[src/rtl/des_round_sequencer_if.sv]
// Purpose: handshake and round-datapath bundle for des_round_sequencer.
//   All 64-bit words use FIPS 46-3 bit order: index 1 is the MSB.
// Signals:
//   in_valid/in_ready      block source handshake
//   in_data, in_key        plaintext/ciphertext and key (parity bits ignored)
//   in_decrypt             mode, sampled on accept
//   rnd_in, rnd_key        state and subkey driven to the round datapath
//   rnd_out                round datapath result {R, L ^ f(R, K)}
//   out_valid/out_ready    result sink handshake
//   out_data               final FP-permuted result
//   busy, round_idx        status
// Modports: slave = sequencer side, master = source/sink/datapath side.
interface des_round_sequencer_if;
    logic        in_valid;
    logic        in_ready;
    logic [1:64] in_data;
    logic [1:64] in_key;
    logic        in_decrypt;
    logic [1:64] rnd_in;
    logic [1:48] rnd_key;
    logic [1:64] rnd_out;
    logic        out_valid;
    logic        out_ready;
    logic [1:64] out_data;
    logic        busy;
    logic [4:0]  round_idx;

    modport slave (
        input  in_valid, in_data, in_key, in_decrypt, rnd_out, out_ready,
        output in_ready, rnd_in, rnd_key, out_valid, out_data, busy, round_idx
    );

    modport master (
        output in_valid, in_data, in_key, in_decrypt, rnd_out, out_ready,
        input  in_ready, rnd_in, rnd_key, out_valid, out_data, busy, round_idx
    );
endinterface

[src/rtl/des_round_sequencer.sv]
// Purpose: iterative DES controller. Runs an external single-round datapath
//   16 times per block, applies IP on load and FP on the result, and derives
//   the subkeys on the fly (PC-1, per-round rotation of C/D, PC-2).
// Ports:
//   clk      rising-edge clock
//   rst_n    asynchronous active-low reset
//   bus      des_round_sequencer_if.slave (source, sink and round datapath)
// Configuration:
//   DES_DECRYPT_EN  when defined, in_decrypt selects decryption (subkeys are
//                   walked backwards with right rotations). When undefined
//                   the decrypt logic is absent and every block encrypts.
// Timing: accept at edge t0, rounds at t1..t16, out_valid from t16 until the
//   output handshake; a new block may be accepted on that same edge.
module des_round_sequencer (
    input  logic                  clk,
    input  logic                  rst_n,
    des_round_sequencer_if.slave  bus
);

    typedef enum logic [1:0] {
        IDLE  = 2'd0,
        ROUND = 2'd1,
        DONE  = 2'd2
    } state_t;

    // FIPS 46-3 tables; entry n gives the source bit for output bit n+1.
    localparam int IP_T [64] = '{
        58, 50, 42, 34, 26, 18, 10, 2,
        60, 52, 44, 36, 28, 20, 12, 4,
        62, 54, 46, 38, 30, 22, 14, 6,
        64, 56, 48, 40, 32, 24, 16, 8,
        57, 49, 41, 33, 25, 17,  9, 1,
        59, 51, 43, 35, 27, 19, 11, 3,
        61, 53, 45, 37, 29, 21, 13, 5,
        63, 55, 47, 39, 31, 23, 15, 7
    };

    localparam int FP_T [64] = '{
        40, 8, 48, 16, 56, 24, 64, 32,
        39, 7, 47, 15, 55, 23, 63, 31,
        38, 6, 46, 14, 54, 22, 62, 30,
        37, 5, 45, 13, 53, 21, 61, 29,
        36, 4, 44, 12, 52, 20, 60, 28,
        35, 3, 43, 11, 51, 19, 59, 27,
        34, 2, 42, 10, 50, 18, 58, 26,
        33, 1, 41,  9, 49, 17, 57, 25
    };

    localparam int PC1_T [56] = '{
        57, 49, 41, 33, 25, 17,  9,
         1, 58, 50, 42, 34, 26, 18,
        10,  2, 59, 51, 43, 35, 27,
        19, 11,  3, 60, 52, 44, 36,
        63, 55, 47, 39, 31, 23, 15,
         7, 62, 54, 46, 38, 30, 22,
        14,  6, 61, 53, 45, 37, 29,
        21, 13,  5, 28, 20, 12,  4
    };

    localparam int PC2_T [48] = '{
        14, 17, 11, 24,  1,  5,
         3, 28, 15,  6, 21, 10,
        23, 19, 12,  4, 26,  8,
        16,  7, 27, 20, 13,  2,
        41, 52, 31, 37, 47, 55,
        30, 40, 51, 45, 33, 48,
        44, 49, 39, 56, 34, 53,
        46, 42, 50, 36, 29, 32
    };

    function automatic logic [1:64] ip_perm(input logic [1:64] x);
        logic [1:64] y;
        for (int i = 1; i <= 64; i++) y[i] = x[IP_T[i-1]];
        return y;
    endfunction

    function automatic logic [1:64] fp_perm(input logic [1:64] x);
        logic [1:64] y;
        for (int i = 1; i <= 64; i++) y[i] = x[FP_T[i-1]];
        return y;
    endfunction

    function automatic logic [1:56] pc1_perm(input logic [1:64] k);
        logic [1:56] y;
        for (int i = 1; i <= 56; i++) y[i] = k[PC1_T[i-1]];
        return y;
    endfunction

    function automatic logic [1:48] pc2_perm(input logic [1:56] v);
        logic [1:48] y;
        for (int i = 1; i <= 48; i++) y[i] = v[PC2_T[i-1]];
        return y;
    endfunction

    // Shift schedule: rounds 1, 2, 9 and 16 rotate by one, all others by two.
    function automatic logic double_shift(input logic [4:0] r);
        return !(r == 5'd1 || r == 5'd2 || r == 5'd9 || r == 5'd16);
    endfunction

    // C and D are rotated independently; index 1 is the MSB, so "left"
    // moves bits toward index 1.
    function automatic logic [1:56] rotl(input logic [1:56] v, input logic two);
        logic [1:28] c;
        logic [1:28] d;
        c = v[1:28];
        d = v[29:56];
        if (two) return {c[3:28], c[1:2], d[3:28], d[1:2]};
        return {c[2:28], c[1], d[2:28], d[1]};
    endfunction

`ifdef DES_DECRYPT_EN
    function automatic logic [1:56] rotr(input logic [1:56] v, input logic two);
        logic [1:28] c;
        logic [1:28] d;
        c = v[1:28];
        d = v[29:56];
        if (two) return {c[27:28], c[1:26], d[27:28], d[1:26]};
        return {c[28], c[1:27], d[28], d[1:27]};
    endfunction
`endif

    state_t      state;
    logic [1:64] lr;
    logic [1:56] cd;
    logic [4:0]  cnt;
    logic        out_valid_q;
    logic        busy_q;

    logic        accept;
    logic [1:56] load_cd;
    logic [1:56] round_cd;

    assign bus.in_ready = (state == IDLE) || (state == DONE && bus.out_ready);
    assign accept       = bus.in_valid && bus.in_ready;

`ifdef DES_DECRYPT_EN
    // Latched mode; only meaningful while a block is in flight.
    logic dec;

    // Decrypt starts from C0D0 (== C16D16) so K16 is presented first;
    // encrypt pre-rotates once so K1 is presented in the first round.
    always_comb begin
        load_cd = bus.in_decrypt ? pc1_perm(bus.in_key)
                                 : rotl(pc1_perm(bus.in_key), 1'b0);
    end

    always_comb begin
        // NOTE: defaulting every always_comb output first keeps the block
        // free of inferred latches on paths that skip an assignment.
        round_cd = cd;
        if (cnt != 5'd16) begin
            round_cd = dec ? rotr(cd, double_shift(5'd17 - cnt))
                           : rotl(cd, double_shift(cnt + 5'd1));
        end
    end
`else
    // Encrypt-only build: the mode input has no effect.
    logic unused_decrypt;
    assign unused_decrypt = bus.in_decrypt;

    always_comb begin
        load_cd = rotl(pc1_perm(bus.in_key), 1'b0);
    end

    always_comb begin
        // NOTE: defaulting every always_comb output first keeps the block
        // free of inferred latches on paths that skip an assignment.
        round_cd = cd;
        if (cnt != 5'd16) round_cd = rotl(cd, double_shift(cnt + 5'd1));
    end
`endif

    // NOTE: sequential state uses non-blocking assignments so every register
    // samples pre-edge values regardless of statement order. All state,
    // including the wide lr/cd words, is reset so outputs are defined (zero)
    // while rst_n is low and an in-flight block is discarded immediately.
    always_ff @(posedge clk or negedge rst_n) begin
        if (!rst_n) begin
            state       <= IDLE;
            lr          <= '0;
            cd          <= '0;
            cnt         <= '0;
            out_valid_q <= 1'b0;
            busy_q      <= 1'b0;
`ifdef DES_DECRYPT_EN
            dec         <= 1'b0;
`endif
        end else if (accept) begin
            // Accept is only possible in IDLE, or in DONE on the output
            // handshake edge, so both paths share this load.
            state       <= ROUND;
            lr          <= ip_perm(bus.in_data);
            cd          <= load_cd;
            cnt         <= 5'd1;
            out_valid_q <= 1'b0;
            busy_q      <= 1'b1;
`ifdef DES_DECRYPT_EN
            dec         <= bus.in_decrypt;
`endif
        end else begin
            case (state)
                ROUND: begin
                    lr  <= bus.rnd_out;
                    cd  <= round_cd;
                    cnt <= cnt + 5'd1;
                    if (cnt == 5'd16) begin
                        state       <= DONE;
                        out_valid_q <= 1'b1;
                    end
                end
                DONE: begin
                    if (bus.out_ready) begin
                        state       <= IDLE;
                        out_valid_q <= 1'b0;
                        busy_q      <= 1'b0;
                    end
                end
                IDLE: ;
                default: begin
                    state       <= IDLE;
                    out_valid_q <= 1'b0;
                    busy_q      <= 1'b0;
                end
            endcase
        end
    end

    assign bus.rnd_in    = lr;
    assign bus.rnd_key   = pc2_perm(cd);
    // The last round leaves {L16,R16}; the output undoes that final swap.
    assign bus.out_data  = fp_perm({lr[33:64], lr[1:32]});
    assign bus.out_valid = out_valid_q;
    assign bus.busy      = busy_q;
    assign bus.round_idx = (state == ROUND) ? cnt : 5'd0;

endmodule

[src/flat_wrapper.sv]
// flat-port wrapper written by rule: the top's interface ports become plain ports
module des_round_sequencer_flat 
  (clk, rst_n, bus_in_valid, bus_in_data, bus_in_key, bus_in_decrypt, bus_rnd_out, bus_out_ready, bus_in_ready, bus_rnd_in, bus_rnd_key, bus_out_valid, bus_out_data, bus_busy, bus_round_idx);
  des_round_sequencer_if bus_i ();
  input  logic clk;
  input  logic rst_n;
  input wire logic [$bits(bus_i.in_valid)-1:0] bus_in_valid;
  input wire logic [$bits(bus_i.in_data)-1:0] bus_in_data;
  input wire logic [$bits(bus_i.in_key)-1:0] bus_in_key;
  input wire logic [$bits(bus_i.in_decrypt)-1:0] bus_in_decrypt;
  input wire logic [$bits(bus_i.rnd_out)-1:0] bus_rnd_out;
  input wire logic [$bits(bus_i.out_ready)-1:0] bus_out_ready;
  output wire logic [$bits(bus_i.in_ready)-1:0] bus_in_ready;
  output wire logic [$bits(bus_i.rnd_in)-1:0] bus_rnd_in;
  output wire logic [$bits(bus_i.rnd_key)-1:0] bus_rnd_key;
  output wire logic [$bits(bus_i.out_valid)-1:0] bus_out_valid;
  output wire logic [$bits(bus_i.out_data)-1:0] bus_out_data;
  output wire logic [$bits(bus_i.busy)-1:0] bus_busy;
  output wire logic [$bits(bus_i.round_idx)-1:0] bus_round_idx;
  assign bus_i.in_valid = bus_in_valid;
  assign bus_i.in_data = bus_in_data;
  assign bus_i.in_key = bus_in_key;
  assign bus_i.in_decrypt = bus_in_decrypt;
  assign bus_i.rnd_out = bus_rnd_out;
  assign bus_i.out_ready = bus_out_ready;
  assign bus_in_ready = bus_i.in_ready;
  assign bus_rnd_in = bus_i.rnd_in;
  assign bus_rnd_key = bus_i.rnd_key;
  assign bus_out_valid = bus_i.out_valid;
  assign bus_out_data = bus_i.out_data;
  assign bus_busy = bus_i.busy;
  assign bus_round_idx = bus_i.round_idx;
  des_round_sequencer u_core (.clk(clk), .rst_n(rst_n), .bus(bus_i));
endmodule
[config.mk]
export PLATFORM = sky130hd
export DESIGN_NAME = des_round_sequencer_flat
export DESIGN_NICKNAME = d
export VERILOG_FILES = /design/src/rtl/des_round_sequencer_if.sv /design/src/rtl/des_round_sequencer.sv /design/src/flat_wrapper.sv
export SDC_FILE = /design/constraint.sdc
export NUM_CORES = 1
export LEC_CHECK = 0
export ABC_CLOCK_PERIOD_IN_PS = 2120
export BUFFER_PORTS_ARGS = -buffer_cell sky130_fd_sc_hd__buf_4
export CAP_MARGIN = 20
export CELL_PAD_IN_SITES_DETAIL_PLACEMENT = 1
export CELL_PAD_IN_SITES_GLOBAL_PLACEMENT = 1
export CORE_UTILIZATION = 30
export CTS_CLUSTER_DIAMETER = 80
export DETAILED_ROUTE_END_ITERATION = 6
export PLACE_DENSITY_LB_ADDON = 0.2
export SYNTH_ARGS = -nofsm -noshare
export SYNTH_HDL_FRONTEND = slang
export SYNTH_SLANG_ARGS = --single-unit
[constraint.sdc]
create_clock -name clk -period 2.12 [get_ports clk]
set_clock_uncertainty 0.2 [all_clocks]
set_input_delay 0.106 -clock clk [delete_from_list [all_inputs] [get_ports clk]]
set_output_delay 0.106 -clock clk [all_outputs]
set_load 0.05 [all_outputs]
======== Word level (Yosys, flattened, before mapping) ========
Cells that the tools add are included.
storage, ports and cells
  flip-flop bits (word level) ............. 129
  input bits .............................. 197
  output and inout port bits .............. 184
  logic and storage cells ................. 54
cells by class
  add/sub/neg operators ................... 1
  equal/unequal tests ..................... 12
  mux-type cells .......................... 22
  reductions and logical operators ........ 13
operators by type and width
  kind                                                                   count
  56-bit two-way mux                                                     5
  64-bit two-way mux                                                     2
  5-bit two-way mux                                                      3
  5-bit equality test, second input constant                             2
  1-bit two-way mux                                                      6
  2-bit two-way mux                                                      3
  2-bit case mux with 3 select lines                                     1
  5-bit by 1-bit adder with 5-bit output, second input constant          1
  5-bit by 1-bit equality test with 1-bit output, second input constant  1
  5-bit by 2-bit equality test with 1-bit output, second input constant  1
  5-bit by 4-bit equality test with 1-bit output, second input constant  1
  5-bit != test, second input constant                                   1
  1-bit logical OR                                                       4
  2-bit by 1-bit != test with 1-bit output, second input constant        2
  2-bit AND reduction                                                    2
  2-bit nonzero test                                                     2
  3-bit by 1-bit != test with 1-bit output, second input constant        1
  3-bit by 2-bit != test with 1-bit output, second input constant        1
  1-bit case mux with 3 select lines                                     1
  3-bit AND reduction                                                    1
  2-bit by 1-bit equality test with 1-bit output, second input constant  1
  2-bit equality test, second input constant                             1
  1-bit logical AND                                                      2
  2-bit zero test                                                        1
  2 further kinds                                                        2

======== Depth between registers and ports, before layout ========
Gate-level depths: netlist of the first run.
  depth after elaboration ................. 11
  depth in mapped cells ................... 9
  depth with buffers taken out ............ 7

======== Worst setup path after synthesis of the first run ========
Ideal clock, no wire load.
  path kind ............................... reg-to-reg
  from .................................... register, netlist name u_core.bus.out_valid
  to ...................................... register u_core.cnt[3]
  setup time .............................. 0.131 ns
  data arrival time ....................... 1.807 ns
  data required time ...................... 1.789 ns
  path slack .............................. -0.018 ns
  stages on the path, launching flop included .. 6
  buffers on the path ..................... 0
  period minus slack after synthesis ...... 2.138 ns
  cells stage by stage .................... dfrtp_1 -> nor2b_1 -> nor2_1 -> nand2_1 -> nand3_1 -> o21ai_0
RTL lines
  element               line                        RTL
  to (signal assigned)  des_round_sequencer.sv:205  cnt <= cnt + 5'd1;
  to (decl)             des_round_sequencer.sv:125  logic [4:0] cnt;

======== Worst setup path after layout of the first run ========
  from .................................... register u_core.cnt[1]
  to ...................................... register u_core.cd[55] in the netlist's numbering
between the ends
  longest elaborated chain between the ends .. 11
  elaborated cells between the ends (all ways) .. 17
  classes of those cells .................. add/sub (1); eq/ne (5); mux (6); reduce/logical (5)
ends and longest elaborated chain
  element                                                                                                           line                        RTL
  5-bit by 1-bit adder with 5-bit output                                                                            des_round_sequencer.sv:169  if (cnt != 5'd16) round_cd = rotl(cd, double_shift(cnt + 5'd1));
  5-bit by 1-bit equality test with 1-bit output or 5-bit by 2-bit equality test with 1-bit output (tied branches)  des_round_sequencer.sv:97   return !(r == 5'd1 || r == 5'd2 || r == 5'd9 || r == 5'd16);
  1-bit logical OR (3 in a row)                                                                                     des_round_sequencer.sv:97
  1-bit two-way mux                                                                                                 des_round_sequencer.sv:107  if (two) return {c[3:28], c[1:2], d[3:28], d[1:2]};
  1-bit two-way mux                                                                                                 des_round_sequencer.sv:169
  56-bit two-way mux                                                                                                des_round_sequencer.sv:108  return {c[2:28], c[1], d[2:28], d[1]};
  56-bit two-way mux                                                                                                des_round_sequencer.sv:169
  56-bit two-way mux                                                                                                des_round_sequencer.sv:201  case (state)
  56-bit two-way mux                                                                                                des_round_sequencer.sv:188  end else if (accept) begin
  to (signal assigned)                                                                                              des_round_sequencer.sv:193  cd <= load_cd;
  to (signal assigned)                                                                                              des_round_sequencer.sv:204  cd <= round_cd;
  to (decl)                                                                                                         des_round_sequencer.sv:124  logic [1:56] cd;
Parallel ways exist; a longest one is shown, timed or not. The select of a mux whose other input is x is not followed.
A chain may end at the register's enable or synchronous reset.

==> run metrics, run 1 <==
outcome finished, violations left; failing checks negative setup slack; Synth Warn # 0; total power about 0.026 W; Die Width 159 µm; slew margin rel. a little over two thirds; Tcrit/Tclk final 101%; Setup crit end kind register; CTS tree yes; Leak a little under 6 nW; count leader, synth nand2_1; # IOs 381; aggregate global routing overflow 0; Max Transition Viols Final 0; initial DRC count approximately 370; Area Overhead vs Synth 74.0%; number of CTS-inserted buffers 17; gr usage total about 25%; starting density of the core 31.0%; setup ws final -0.0282 ns; NumNets Final ~1400; clock slew at reported path FFs around 0.060 ns; Die Ht 159 µm; vias in the first global route 8675; initial antenna violation count 5; Post-synth top cells nand2_1 (137), dfrtp_1 (128), buf_4 (122), a22oi_1 (110); CTS Sinks between 100 and 150; Die ar. 25200 µm²; crit path buf inv count 3; post-synthesis register bit count about 130; Fmax between 400 and 500 MHz; vias 7937; wire per inst between 20 and 25 µm; Worst Path Required approximately 2.2 ns; cell family with most CP delay compound AO/OA/AOI/OAI gates; Worst Setup Path Type register to register; Final Setup Violations 11; Synth area leader dfrtp_1; sequential fraction of the synthesis area between 40 and 50%; H-tree depth 4; worst-path fanout max 9; area of the mapped netlist about 7400 µm²; FILL cells about 2600; HP Class primary input to async pin; Initial DRT Pass Iterations 5; Reg area between 3000 and 4000 µm²; DP Wirelength ~20 mm; drt drc 0; FP Rows between 50 and 60; met2 WL between 15 and 20 mm; EDFF count, synth 0; Slew @ Worst Pin ~0.45 ns; ratio of cells with drive above 1 in the final layout between 30 and 40%; Cell variety after synth 37; Placed Cells incl. Taps approximately 1300; CP arrival 2.27 ns; via/cell ratio 5.07; Primary FF master, synth dfrtp_1; CP peak stage delay 0.44 ns; Slowest cell on crit path dfrtp_2; Max Buffers Root-to-Sink 2; Post-Syn Nets slightly below 1000; pre-CTS setup slack -0.0799 ns; Max Used Layer met4; Worst VDD drop just over 900 µV; CTS root buffer clkbuf_16; Final Hold Viols 0; Synth Instances 778; fin crit period ~2.1 ns; RSZ-0062 raised after global routing yes; PortBufs about 370; area of the multi-input gates 3170 µm²; PD cells 2010 nW/µm²; WL met1 12.7 mm; startpoint types register; GPL Wtd Cong between 0.8 and 0.9; syn_area_per_cell 9.47 µm²; met3 wire length between 1.5 and 2 mm; post-route insts no fill around 1600; crit path cell chain inv_2, ha_4, and3b_2, o22ai_4, o2bb2ai_4, buf_12, buf_8, a31oi_1, a22oi_1; first-pass GRT wire length about 50 mm; most area-consuming cells after synthesis dfrtp_1 (43%), buf_4 (12%), a22oi_1 (11%), mux2i_1 (7.6%), nand2_1 (7.0%); Max-cap violations 0; drt total wl between 30 and 40 mm; core area between 20000 and 25000 µm²; FFs w/ async S/R, synth 100%; Synth top area share between 40% and 50%; worst skew pair latency a little over 0.4 ns; largest net degree at the start of global routing 73; Hold Slack ~0.022 ns; remaining antenna violation count 0
## worst paths after layout
check                                                  startpoint                                end  slack (ns)  cells past startpoint
max in group asynchronous                                   rst_n  u_core.bus.rnd_in[54]$_DFFE_PN0P_        1.28                      3
worst min register to register  u_core.bus.rnd_in[31]$_DFFE_PN0P_  u_core.bus.rnd_in[31]$_DFFE_PN0P_        0.31                      2
worst max register to register          u_core.cnt[1]$_DFFE_PN0P_          u_core.cd[55]$_DFFE_PN0P_       -0.03                      9
worst min-delay path                                        rst_n          u_core.cd[44]$_DFFE_PN0P_        0.02                      3
min in group clk                                  bus_in_data[22]   u_core.bus.rnd_in[3]$_DFFE_PN0P_        0.27                      4
worst max-delay path                    u_core.cnt[1]$_DFFE_PN0P_          u_core.cd[55]$_DFFE_PN0P_       -0.03                      9
## layer usage
layer,vias to the layer above,global-route usage (%)
met3,72,4.94
met2,309,44.2
met4,0,11.4
li1,3597,-
met5,-,0
met1,3959,28.8
## metrics by stage
| step | utilization [%] | instance area (µm²) | TNS, ns |
|---|---|---|---|
| after CTS | 52.9 | 12600 | -0.778 |
| after detailed placement | 41.8 | 9940 | -2.38 |
| after global placement | 41.8 | 9940 | -0.0885 |
| after global routing | 54.0 | 12800 | -4.13 |
| after floorplan | - | 7370 | 0 |
| final | 54.0 | 12800 | -0.122 |
## cells by family after synthesis
family	Yosys count	share of synthesized area, %
buf+inv	182	16.1
simple gates	158	8.76
flops	128	43.5
mux	56	7.61
xor+xnor	3	0.459
compound gates	247	23.0
fa+ha+maj	4	0.679
## repair_timing
action	in CTS	in global routing
endpoints found under the hold margin	252	0
hold buffers	188	0
endpoints found under the setup margin	59	54
resized for setup	9	31
setup buffers	2	4
pin swaps	5	49
cloned	2	5
## sequential cells by signal, summed over array words and instances, names as in the netlist
name                  flops
u_core.state              1
u_core.bus.rnd_in        64
u_core.cnt                5
u_core.bus.busy           1
u_core.cd                56
u_core.bus.out_valid      1
## area by class of cell
type,instances,share of cell area (%)
Antenna cell,5,0.0976
Inverter,3,0.0878
Tap cell,319,3.11
Multi-Input combinational cell,468,24.7
Sequential cell,128,25.0
Clock buffer,22,3.70
Timing Repair Buffer,611,42.3
Clock inverter,9,1.03
## power by group
| part | leakage, nW | switching [W] | internal (W) |
|---|---|---|---|
| sequential | 1.47 | 0.00132 | 0.00371 |
| clock | 0.292 | 0.00114 | 0.00194 |
| combinational | 4.09 | 0.0114 | 0.00629 |
| total | 5.86 | 0.0139 | 0.0119 |
## layout by cell type, fill, tap and decap left out, types with 3 or more instances in the layout
cell type      Yosys  layout
buf_6              1       3
nor2_1             5       3
mux2i_1           56      56
buf_4            122     394
clkbuf_8           0       3
a22oi_1          110     105
o21ai_0           40      34
a22oi_2           10      15
dlygate4sd3_1      0     188
clkbuf_16          0      22
and2_1             3       3
nand2_1          137     135
a31oi_4            0       3
diode_2            0       5
buf_8              0       4
bufinv_16          0       3
buf_12             0      15
dfrtp_1          128     126
o21ai_1           21      27
a31oi_1           56      51
## tightest hold or removal path, stage by stage
cell	delay [ns]
dlygate4sd3_1	0.54
buf_6	0.12
buf_12	0.27
Note: power is estimated with default switching activity, not from simulation.
==> run 2, diff against run 1 <==
--- a/config.mk
+++ b/config.mk
@@ -14,6 +14,7 @@
 export CTS_CLUSTER_DIAMETER = 80
 export DETAILED_ROUTE_END_ITERATION = 6
 export PLACE_DENSITY_LB_ADDON = 0.2
+export SETUP_SLACK_MARGIN = 0.5
 export SYNTH_ARGS = -nofsm -noshare
 export SYNTH_HDL_FRONTEND = slang
 export SYNTH_SLANG_ARGS = --single-unit
==> run metrics, run 2 (synthesis results as in run 1) <==
Worst Path Required 2.24 ns (about the same); PD cells 2020 nW/µm² (+0.16%); starting density of the core 31.0% (unchanged); CP peak stage delay 0.43 ns (about the same); Fmax 448 MHz (-3.7%); outcome finished, violations left; met3 wire length 1.87 mm (+19%); ratio of cells with drive above 1 in the final layout 54.9% (+15 points); post-route insts no fill 1609 (+2.8%); Setup crit end kind register; Slew @ Worst Pin 0.390 ns (-0.0555 ns); CP arrival 2.35 ns (+0.08 ns); worst-path fanout max 7 (-2); CTS tree yes; Initial DRT Pass Iterations 4 (-1); drt total wl 40.8 mm (+26%); GPL Wtd Cong 0.803 (-2.1%); FP Rows 56 (unchanged); drt drc 0 (unchanged); cell family with most CP delay compound AO/OA/AOI/OAI gates; Tcrit/Tclk final 105% (+3.9 points); remaining antenna violation count 0 (unchanged); CTS root buffer clkbuf_16; WL met1 15.6 mm (+23%); initial antenna violation count 11 (+6); CTS Sinks 128 (unchanged); NumNets Final 1467 (+2.6%); Final Hold Viols 0 (unchanged); Max Transition Viols Final 0 (unchanged); max reg flops 64 (unchanged); met2 WL 21.7 mm (+30%); startpoint types register; first-pass GRT wire length 52.5 mm (+5.9%); crit path cell chain inv_2, ha_4, and3b_2, o22ai_4, o2bb2ai_4, buf_12, clkbuf_16, a31oi_4, a22oi_1; setup ws final -0.111 ns (-0.0826 ns); Placed Cells incl. Taps 1322 (-0.53%); Leak 6.51 nW (+11%); leading cell type in the layout, fill and taps excluded buf_4; vias 8448 (+6.4%); Die Ht 159 µm (unchanged); core area 23800 µm² (unchanged); DP Wirelength 19.8 mm (+0.74%); slew margin rel. 74.0% (+3.7 points); H-tree depth 4 (unchanged); final core occ 60.8% (+6.8 points); most frequent cells in the layout buf_4 (390), dlygate4sd3_1 (188), dfrtp_1 (125); clock slew at reported path FFs 0.06 ns (about the same); Max Used Layer met4; Max Buffers Root-to-Sink 2 (unchanged); # IOs 381 (unchanged); RSZ-0062 raised after global routing yes; Die Width 159 µm (unchanged); number of CTS-inserted buffers 17 (unchanged); aggregate global routing overflow 0 (unchanged); largest net degree at the start of global routing 53 (-27%); vias in the first global route 8748 (+0.84%); Die ar. 25200 µm² (unchanged); Final Setup Violations 56 (+45); crit path buf inv count 3 (unchanged); gr usage total 26.8% (+1.8 points); Slowest cell on crit path dfrtp_1; wire per inst 25.3 µm (+23%); failing checks negative setup slack; worst skew pair latency 0.42 ns (about the same); HP Class primary input to register; via/cell ratio 5.25 (+3.5%); Worst Setup Path Type register to register; Area Overhead vs Synth 95.9%; PortBufs 371 (unchanged); Worst VDD drop 994 µV (+8.3%); fin crit period 2.23 ns (+0.0826 ns); Max-cap violations 0 (unchanged); initial DRC count 527 (+41%)
run 2: changes by cell type in the layout (fill, tap and decap cells not counted), moves of 11 or more:
| cell | before | now |
|---|---|---|
| nand2_4 | 1 | 37 |
| nand2_2 | 1 | 50 |
| a31oi_1 | 51 | 40 |
| buf_6 | 3 | 18 |
| a22oi_2 | 15 | 76 |
| nand2_1 | 135 | 50 |
| a22oi_1 | 105 | 44 |
run 2: layout make-up:
| type | count | area [µm²] |
|---|---|---|
| fillers | 2435 | 9320 |
| repair buffers | 645 | 6070 |
| multi-input cells | 471 | 4120 |
| flip-flops and latches | 128 | 3210 |
| clock buffers | 20 | 467 |
| well taps | 319 | 399 |
| clock inverters | 11 | 138 |
| diodes | 12 | 30.0 |
| inverters | 3 | 11.3 |
run 2: power by group:
part | leakage [nW] | internal, W | switching [W] | total, W
clock network | 0.294 | 0.00193 | 0.00120 | 0.00313
logic | 4.75 | 0.00765 | 0.0128 | 0.0205
registers | 1.47 | 0.00370 | 0.00178 | 0.00548
run 2: worst min-delay path: cells and delay by family:
kind / cells / cell delay [ns]
simple gates: 4 / 0.34
buf+inv: 2 / 0.21
run 2: per-stage QoR:
stage | TNS, ns | power [W] | instance area, µm² | hold WS [ns] | setup WS (ns)
2_1_floorplan | 0 | 0.0177 | 7960 | -0.390 | 0.159
3_3_place_gp | 0 | 0.0210 | 10200 | -0.120 | 0.00872
3_5_place_dp | -1.45 | 0.0212 | 10200 | -0.122 | -0.0876
4_1_cts | 0 | 0.0256 | 13200 | 0.225 | 0.0145
5_1_grt | -7.45 | 0.0301 | 14400 | 0.0838 | -0.184
6_report | -2.93 | 0.0291 | 14400 | 0.0779 | -0.111
run 2: worst paths after layout:
path	start	to	slack (ns)	cells after the start
setup / recovery	u_core.cnt[1]$_DFFE_PN0P_	u_core.cd[26]$_DFFE_PN0P_	-0.11	9
hold / removal	bus_out_ready	u_core.state[0]$_DFFE_PN0P_	0.08	6
setup reg to reg	u_core.cnt[1]$_DFFE_PN0P_	u_core.cd[26]$_DFFE_PN0P_	-0.11	9
hold reg to reg	u_core.bus.rnd_in[4]$_DFFE_PN0P_	u_core.bus.rnd_in[4]$_DFFE_PN0P_	0.33	2
max in group asynchronous	rst_n	u_core.bus.rnd_in[1]$_DFFE_PN0P_	0.58	4
min in group asynchronous	rst_n	u_core.cd[51]$_DFFE_PN0P_	0.49	3
run 2: what timing repair did:
action / 4_1_cts / 5_1_grt
buffers inserted: 20 / 12
gates cloned: 8 / 16
endpoints found under the setup margin: 130 / 217
pin swaps: 6 / 82
hold buffers: 188 / 1
hold endpoints to repair: 252 / 2
gates resized for setup: 34 / 205
run 2: metal layers:
layer	global-route usage, %	up-vias
li1	-	3691
met1	31.1	4307
met2	47.4	356
met3	5.85	94
met4	11.1	0
met5	0	-
==> run 3, diff against run 2 <==
--- a/config.mk
+++ b/config.mk
@@ -13,7 +13,8 @@
 export CORE_UTILIZATION = 30
 export CTS_CLUSTER_DIAMETER = 80
 export DETAILED_ROUTE_END_ITERATION = 6
-export PLACE_DENSITY_LB_ADDON = 0.2
+export HOLD_SLACK_MARGIN = 0.02
+export PLACE_DENSITY = 0.81
 export SETUP_SLACK_MARGIN = 0.5
 export SYNTH_ARGS = -nofsm -noshare
 export SYNTH_HDL_FRONTEND = slang
==> run metrics, run 3 (synthesis results as in run 1) <==
Worst R2R Setup Slack -0.17 ns (-0.06 ns); wire per inst 30.2 µm (+19%); RSZ-0062 raised after global routing yes; Max Buffers Root-to-Sink 2 (unchanged); PortBufs 371 (unchanged); Placed Cells incl. Taps 1320 (-0.15%); setup ws final -0.173 ns (-0.0620 ns); CP Launch Point u_core.cnt[1]$_DFFE_PN0P_; PD cells 2110 nW/µm² (+4.8%); DP Wirelength 20.8 mm (+5.2%); leading cell type in the layout, fill and taps excluded buf_4; worst-path fanout max 8 (+1); remaining antenna violation count 0 (unchanged); Max-cap violations 0 (unchanged); worst skew pair latency 0.43 ns (about the same); Worst Path Required 2.25 ns (about the same); CTS Sinks 128 (unchanged); Final Hold Viols 0 (unchanged); reg2reg start u_core.cnt[1]$_DFFE_PN0P_; Die ar. 25200 µm² (unchanged); Area Overhead vs Synth 107%; ratio of cells with drive above 1 in the final layout 55.9% (+1.0 points); CTS tree yes; Die Ht 159 µm (unchanged); GPL Wtd Cong 0.884 (+10%); failing checks negative setup slack; vias 9335 (+10%); Cell Area, Placed 10200 µm² (+0.34%); Die Width 159 µm (unchanged); final instance area 15200 µm² (+5.6%); Reg-to-Reg End u_core.cd[7]$_DFFE_PN0P_; Sequential Power Share 17.4% (-1.4 points); HP Class primary input to async pin; switch share 54.2% (-0.14 points); max reg flops 64 (unchanged); Leak 6.69 nW (+2.7%); gr usage total 33.2% (+6.4 points); via/cell ratio 5.71 (+8.7%); core area 23800 µm² (unchanged); Tcrit/Tclk final 108% (+2.9 points); most frequent cells in the layout buf_4 (386), dlygate4sd3_1 (187), dfrtp_1 (123); Final Setup Violations 55 (-1.8%); Gate power share 72.2% (+1.8 points); CP arrival 2.42 ns (+0.07 ns); starting density of the core 31.0% (unchanged); fin crit period 2.29 ns (+0.0620 ns); drt total wl 49.4 mm (+21%); vias in the first global route 10017 (+15%); Switch Pwr 0.0175 W (+10%); total power 0.0322 W (+11%); post-route insts no fill 1636 (+1.7%); H-tree depth 4 (unchanged); NumNets Final 1496 (+2.0%); initial DRC count 610 (+16%); aggregate global routing overflow 0 (unchanged); CTS root buffer clkbuf_16; # IOs 381 (unchanged); first-pass GRT wire length 63.5 mm (+21%); drt drc 0 (unchanged); outcome finished, violations left; initial antenna violation count 9 (-2); Clock Power Share 10.4% (-0.3 points); Worst Setup Path Type register to register; Max Transition Viols Final 0 (unchanged); largest net degree at the start of global routing 57 (+7.5%); FP Rows 56 (unchanged); Slew @ Worst Pin 0.516 ns (+0.126 ns); Int Pwr 0.0147 W (+11%); Initial DRT Pass Iterations 5 (+1); number of CTS-inserted buffers 17 (unchanged); Hold Slack 0.0193 ns (-0.0586 ns); clock slew at reported path FFs 0.07 ns (about the same); slew margin rel. 65.6% (-8.4 points); Worst VDD drop 1160 µV (+17%); Fmax 436 MHz (-2.7%); FILL cells 2372 (-2.6%); startpoint types register; Setup crit end kind register; cells on worst reg2reg path 10 (+1); pre-CTS setup slack -0.157 ns (-0.0695 ns)
==> run 3: cell count changes in the layout (fill, tap and decap cells not counted), moves of 11 or more <==
cell | previous run | this run
a22oi_1 | 44 | 31
a22oi_2 | 76 | 89
buf_12 | 20 | 32
buf_16 | 8 | 22
buf_6 | 18 | 29
nand2_1 | 50 | 96
nand2_2 | 50 | 29
nand2_4 | 37 | 12
o21ai_0 | 27 | 6
o21ai_2 | 2 | 14
==> run 3: through the flow <==
step	utilization [%]	setup TNS, ns
floorplan	-	0
CTS	59.2	-1.69
global placement	43.1	-0.0160
detailed placement	43.1	-4.11
global route	64.2	-8.03
finish	64.2	-4.27
==> run 3: repair_timing <==
| item | in CTS | in global routing |
|---|---|---|
| cloned | 21 | 10 |
| resized for setup | 119 | 159 |
| pin swaps | 57 | 89 |
| setup endpoints to repair | 130 | 133 |
| endpoints found under the hold margin | 252 | 0 |
| setup buffers | 40 | 17 |
| hold buffers | 187 | 0 |
==> run 3: worst max-delay path by stage <==
| stage | to | slack [ns] | depth (start not counted) |
|---|---|---|---|
| after global placement | u_core.cd[5]$_DFFE_PN0P_ | -0.01 | 7 |
| after CTS | u_core.cd[44]$_DFFE_PN0P_ | -0.08 | 10 |
| after detailed placement | u_core.cd[46]$_DFFE_PN0P_ | -0.16 | 7 |
| after global routing | u_core.cd[30]$_DFFE_PN0P_ | -0.24 | 10 |
| final | u_core.cd[7]$_DFFE_PN0P_ | -0.17 | 10 |
| after floorplan | u_core.cd[12]$_DFFE_PN0P_ | 0.16 | 9 |
==> run 3: layout make-up <==
cell class / count / area (µm²) / area share [%]
Sequential cell: 128 / 3210 / 21.1
Inverter: 3 / 11.3 / 0.0739
Multi-Input combinational cell: 469 / 4220 / 27.7
Tap cell: 319 / 399 / 2.62
Antenna cell: 10 / 25.0 / 0.164
Clock buffer: 18 / 439 / 2.88
Clock inverter: 13 / 189 / 1.24
Timing Repair Buffer: 676 / 6750 / 44.3
==> run 3: worst max-delay path: stages (launching register included) <==
cell and delay, ns:
dfrtp_2 0.44, inv_2 0.09, ha_4 0.15, and3b_2 0.22, o22ai_4 0.21, o2bb2ai_4 0.15, buf_12 0.15, buf_6 0.10
buf_12 0.15, a31oi_1 0.13, a22oi_1 0.21
==> run 3: power by group through the flow <==
stage / combinational (W) / clock [W] / sequential (W)
after floorplan: 0.0110 / 0 / 0.00665
after global placement: 0.0159 / 0 / 0.00501
after detailed placement: 0.0163 / 0 / 0.00505
after CTS: 0.0195 / 0.00326 / 0.00508
after global routing: 0.0239 / 0.00345 / 0.00569
final: 0.0232 / 0.00336 / 0.00561
==> run 3: per-layer routing <==
layer  vias up  global-route usage (%)  wire (µm)  part of all wire (%)
met4         0                    20.4       3880                   7.8
met1      4729                    35.5      16700                    34
met2       618                    60.6      25700                    52
met3       236                    5.64       3140                   6.4
met5         -                       0          0                     0
li1       3752                       -          -                     -
